==> config.mk <==
export PLATFORM = sky130hd
export DESIGN_NAME = param_counter
export DESIGN_NICKNAME = d
export VERILOG_FILES = /design/src/rtl/param_counter.sv
export SDC_FILE = /design/constraint.sdc
export NUM_CORES = 1
export LEC_CHECK = 0
export ABC_CLOCK_PERIOD_IN_PS = 2700
export BUFFER_PORTS_ARGS = -buffer_cell sky130_fd_sc_hd__buf_2
export CAP_MARGIN = 5
export CORE_UTILIZATION = 53
export CTS_CLUSTER_SIZE = 10
export DETAILED_ROUTE_END_ITERATION = 16
export GPL_TIMING_DRIVEN = 0
export PLACE_DENSITY = 0.8
export SYNTH_ARGS = -nofsm -noshare
export SYNTH_HDL_FRONTEND = slang
export SYNTH_SLANG_ARGS = --single-unit
==> constraint.sdc <==
create_clock -name clock -period 2.7 [get_ports clock]
set_input_delay 0.27 -clock clock [delete_from_list [all_inputs] [get_ports clock]]
set_output_delay 0.27 -clock clock [all_outputs]
set_load 0.01 [all_outputs]
==> src/rtl/param_counter.sv <==
`timescale 1ns/1ps
// Purpose : programmable-width up/down counter with modulo limit, wrap/saturate mode,
//           synchronous clear/load, enable prescaler, terminal pulse and sticky flags.
// Latency : out/terminal/flags update on the same clock edge that samples the step.
// Backpressure: none; every edge is accepted.
// Ports   : clock, reset (async, active-high) | clear, load, load_value, enable, up_down
//           -> out (count), terminal (1-cycle pulse), overflow/underflow (sticky).
module param_counter #(
  parameter int WIDTH     = 8,
  parameter int MAX_COUNT = 2**WIDTH-1,
  parameter bit SATURATE  = 1'b0,
  parameter int PRESCALE  = 1
) (
  input  logic             clock,
  input  logic             reset,
  input  logic             clear,
  input  logic             load,
  input  logic [WIDTH-1:0] load_value,
  input  logic             enable,
  input  logic             up_down,
  output logic [WIDTH-1:0] out,
  output logic             terminal,
  output logic             overflow,
  output logic             underflow
);

  localparam logic [WIDTH-1:0] MAX_V  = WIDTH'(MAX_COUNT);
  // Prescaler needs at least one bit even when PRESCALE==1 (it then stays at 0).
  localparam int               PW     = (PRESCALE > 1) ? $clog2(PRESCALE) : 1;
  localparam logic [PW-1:0]    P_LAST = PW'(PRESCALE - 1);

  logic [WIDTH-1:0] out_q, out_d;
  logic [PW-1:0]    p_q, p_d;
  logic             term_q, term_d;
  logic             ovf_q, ovf_d;
  logic             unf_q, unf_d;

  always_comb begin
    out_d  = out_q;
    p_d    = p_q;
    term_d = 1'b0;
    ovf_d  = ovf_q;
    unf_d  = unf_q;

    if (clear) begin
      out_d = '0;
      p_d   = '0;
      ovf_d = 1'b0;
      unf_d = 1'b0;
    end else if (load) begin
      // Enable tick in the same cycle is dropped: prescaler restarts from 0.
      out_d = (load_value > MAX_V) ? MAX_V : load_value;
      p_d   = '0;
    end else if (enable) begin
      if (p_q != P_LAST) begin
        p_d = p_q + 1'b1;
      end else begin
        p_d = '0;
        if (up_down) begin
          if (out_q == MAX_V) begin
            term_d = 1'b1;
            ovf_d  = 1'b1;
            out_d  = SATURATE ? out_q : '0;
          end else begin
            out_d = out_q + 1'b1;
          end
        end else begin
          if (out_q == '0) begin
            term_d = 1'b1;
            unf_d  = 1'b1;
            out_d  = SATURATE ? out_q : MAX_V;
          end else begin
            out_d = out_q - 1'b1;
          end
        end
      end
    end
  end

  always_ff @(posedge clock or posedge reset) begin
    if (reset) begin
      out_q  <= '0;
      p_q    <= '0;
      term_q <= 1'b0;
      ovf_q  <= 1'b0;
      unf_q  <= 1'b0;
    end else begin
      out_q  <= out_d;
      p_q    <= p_d;
      term_q <= term_d;
      ovf_q  <= ovf_d;
      unf_q  <= unf_d;
    end
  end

  assign out       = out_q;
  assign terminal  = term_q;
  assign overflow  = ovf_q;
  assign underflow = unf_q;

endmodule

==> results.py <==
metrics = {
    "detailed_routing": {
        "detailed_route_wire_length_per_cell_um": 15.0,
        "routed-via-count": 1068,
        "number_of_design_rule_violations_left_by_the_first_detailed_router_iteration": 44,
        "drt-vias-per-instance": 6.14,
        "dr.pass1.iters": 4,
        "remaining_antenna_violation_count": 0,
        "totalWireLength_um": 2610,
        "drt_drc_violations_left": 0,
    },
    "synthesis": {
        "yosys.area.top_type_share": 0.282,
        "synth_area_um2": 977,
        "synth_top_cell_by_area": "dfrtp_1",
        "synth_area_leaders": "dfrtp_1 (28%), a21oi_1 (6.7%), nor2_1 (4.6%)",
        "yosys_register_bits": 11,
        "number_of_enable_flip_flop_cells_after_synthesis": 0,
        "ys_dominant_reg_cell": "dfrtp_1",
        "ys_types": 43,
        "synthMostInstantiatedCell": "a21oi_1",
        "syn_avg_cell_area_um2": 8.01,
        "warnings_from_yosys": 0,
        "synth.net_count": 139,
        "syn_inst": 122,
        "synth_seq_area_share": 0.282,
        "synth.top_cells.by_count": "a21oi_1 (13), nor2_1 (12), dfrtp_1 (11)",
        "synthArstFlopShare": 1.00,
    },
    "worst_hold_path": {
        "whs_path_depth": 2,
        "worstHoldEndpoint": "out[2]",
        "hold_start": "load_value[2]",
        "hold_path_class": "in -> reg",
    },
    "sta": {
        "max_freq_mhz": 541,
        "tightestPinTransition_ns": 0.493,
        "rsz_0062_raised_after_global_routing": "no",
        "clock_skew_ns": 0.00635,
        "post-route-worst-setup-slack_ns": 0.852,
        "timing.setup.tns_ns": 0,
        "relSlewSlack": 0.669,
        "layout_worst_path_cycle_share": 0.685,
        "hold_viol": 0,
        "period_minus_slack_ns": 1.85,
        "setup_violations": 0,
        "maxSlewViolCount": 0,
    },
    "clock_tree": {
        "cts_tree": "built",
        "clk-insertion-delay-late_ns": 0.28,
        "cts-buffers-inserted": 3,
        "clock-root-buffer": "clkbuf_4",
        "cts_buffer_depth": 2,
        "clock_sinks": 11,
        "clkTransAtPathRegs_ns": 0.08,
        "cts_setup_buffers": 0,
        "htree_num_levels": 1,
        "cts_resized": 0,
    },
    "floorplanning": {
        "initial_utilization": 0.566,
        "width_of_the_die_um": 44.9,
        "fp.dieArea_mm2": 0.00202,
        "fp.dieH_um": 44.9,
        "core.rowCount": 15,
        "core_area_mm2": 0.00173,
        "io_pins": 25,
    },
    "power_and_ir_drop": {
        "p_total_uw": 476,
        "vdd_drop_max_mv": 0.288,
        "internal_power_uw": 301,
        "power.net_switching_uw": 175,
        "p_leak_nw": 0.528,
        "p_clk_frac": 0.250,
        "switching_share": 0.367,
        "seqPwrFrac": 0.411,
        "combinationalPowerShare": 0.339,
        "power_density_mw_per_mm2": 412,
    },
    "global_route": {
        "grt.overflow.total": 0,
        "globalRouteTotalUtil": 0.279,
        "antenna_found_initial": 0,
        "first_global_vias": 893,
        "pin_count_of_the_biggest_net_entering_global_routing": 12,
        "grt_pass1_wl_um": 4170,
    },
    "cells_and_area": {
        "nNetsFinal": 167,
        "area_delta_synth_final_pct": 18.2,
        "register_area_um2": 275,
        "layout.filler_cells": 165,
        "multi_input_comb_area_um2": 626,
        "drive_above_1_share": 0.255,
        "num_antenna_cells": 0,
        "fin_util": 0.669,
    },
    "placed_design": {
        "dp_hpwl_um": 1900,
        "portBuffers": 22,
        "dp_worst_setup_slack_ns": 0.900,
        "gpl_congestion": 0.911,
    },
    "setup_path": {
        "critical-path-top-delay-family": "compound AO/OA/AOI/OAI gates",
        "cp_data_arrival_time_ns": 2.04,
        "crit_fanout": 9,
        "worst_path_largest_cell_delay_ns": 0.50,
        "reg2reg_from": "out[1]",
        "r2r-end": "out[6]",
        "r2r_setup_slack_ns": 0.85,
        "worst-endpoint-required_ns": 2.89,
        "worst_setup_start_kind": "flop",
        "crit_path_top_delay_cell": "dfrtp_1",
        "critical_path_class": "reg -> reg",
        "critical_path_buf_inv_count": 0,
        "ordered_list_of_cells_on_the_worst_path": "ha_1, and4_2, a21boi_1, a2111o_1, a311oi_2",
        "worst-r2r-cell-count": 5,
        "worst_setup_path_end_kind": "flop",
    },
    "outcome": {
        "outcome": "finished, final reports clean",
    },
    "flow_run": {
        "maxCapViolations": 0,
    },
}
==> metal layers <==
metal	GRT usage	wire, um
met1	0.409	1160
met2	0.394	1210
met3	0.0360	178
met4	0.145	65
met5	0	0
==> layout make-up <==
type	count	area share
Multi-Input combinational cell	95	0.542
Sequential cell	11	0.238
Timing Repair Buffer	23	0.104
Buffer	9	0.0433
Tap cell	25	0.0271
Clock buffer	4	0.0228
Inverter	7	0.0228
==> worst max-delay path by stage <==
stage	from	endpoint	slack, ns	cells after the start
6_report	out[1]	out[6]	0.85	5
5_1_grt	out[1]	out[6]	0.75	5
4_1_cts	out[0]	out[6]	0.88	5
3_5_place_dp	out[0]	out[6]	0.90	5
3_3_place_gp	out[0]	out[6]	0.95	5
2_1_floorplan	out[1]	out[6]	1.01	5
==> through the flow <==
step | hold slack (ns) | std cells | area (um^2)
floorplan | 0.122 | 122 | 977
global placement | 0.289 | 169 | 1120
detailed placement | 0.295 | 169 | 1120
CTS | 0.214 | 174 | 1150
global route | 0.232 | 174 | 1150
finish | 0.214 | 174 | 1150
==> power by group through the flow <==
stage | Clock [mW] | Combinational (mW) | Sequential (mW)
after floorplan | 0 | 0.108 | 0.200
after global placement | 0 | 0.153 | 0.197
after detailed placement | 0 | 0.158 | 0.198
after CTS | 0.120 | 0.160 | 0.195
after global routing | 0.125 | 0.178 | 0.197
final | 0.119 | 0.161 | 0.196
==> cell families (layout without fill, tap and decap cells) <==
group,Yosys count,count (layout),synth area share
simple gates,50,50,0.294
compound gates,39,39,0.277
buf+inv,16,43,0.0781
flops,11,11,0.282
fa+ha+maj,3,3,0.0384
mux,2,2,0.0218
xor+xnor,1,1,0.00896
==> worst register-to-register path: stages, from the launching register on <==
cell      delay, ns
dfrtp_1        0.50
ha_1           0.29
and4_2         0.29
a21boi_1       0.08
a2111o_1       0.42
a311oi_2       0.20
==> sequential cells by signal, indices dropped and copies added, names as in the netlist <==
name and cells:
out 8, overflow 1, terminal 1, underflow 1
==> what timing repair did <==
action,in CTS,in global routing
hold buffers,1,0
endpoints found under the hold margin,3,0
setup endpoints to repair,0,0
==> cell usage in the layout (no fill, tap or decap), types with 2 or more instances in the layout <==
master | synthesis | layout
nand2b_1 | 2 | 2
nor2b_1 | 2 | 2
o211ai_1 | 2 | 2
and3_1 | 3 | 3
o21a_1 | 4 | 4
a21oi_1 | 13 | 13
nand2_1 | 8 | 8
clkbuf_1 | 2 | 3
o21ai_0 | 7 | 7
a32o_1 | 2 | 2
nor2_1 | 12 | 12
dfrtp_1 | 11 | 11
nand3_1 | 5 | 5
clkbuf_4 | 0 | 3
ha_1 | 3 | 3
nor3_1 | 4 | 4
inv_1 | 7 | 7
buf_2 | 4 | 26
and4_2 | 2 | 2
nand4_1 | 5 | 5
Power figures use the tool's default switching activity.
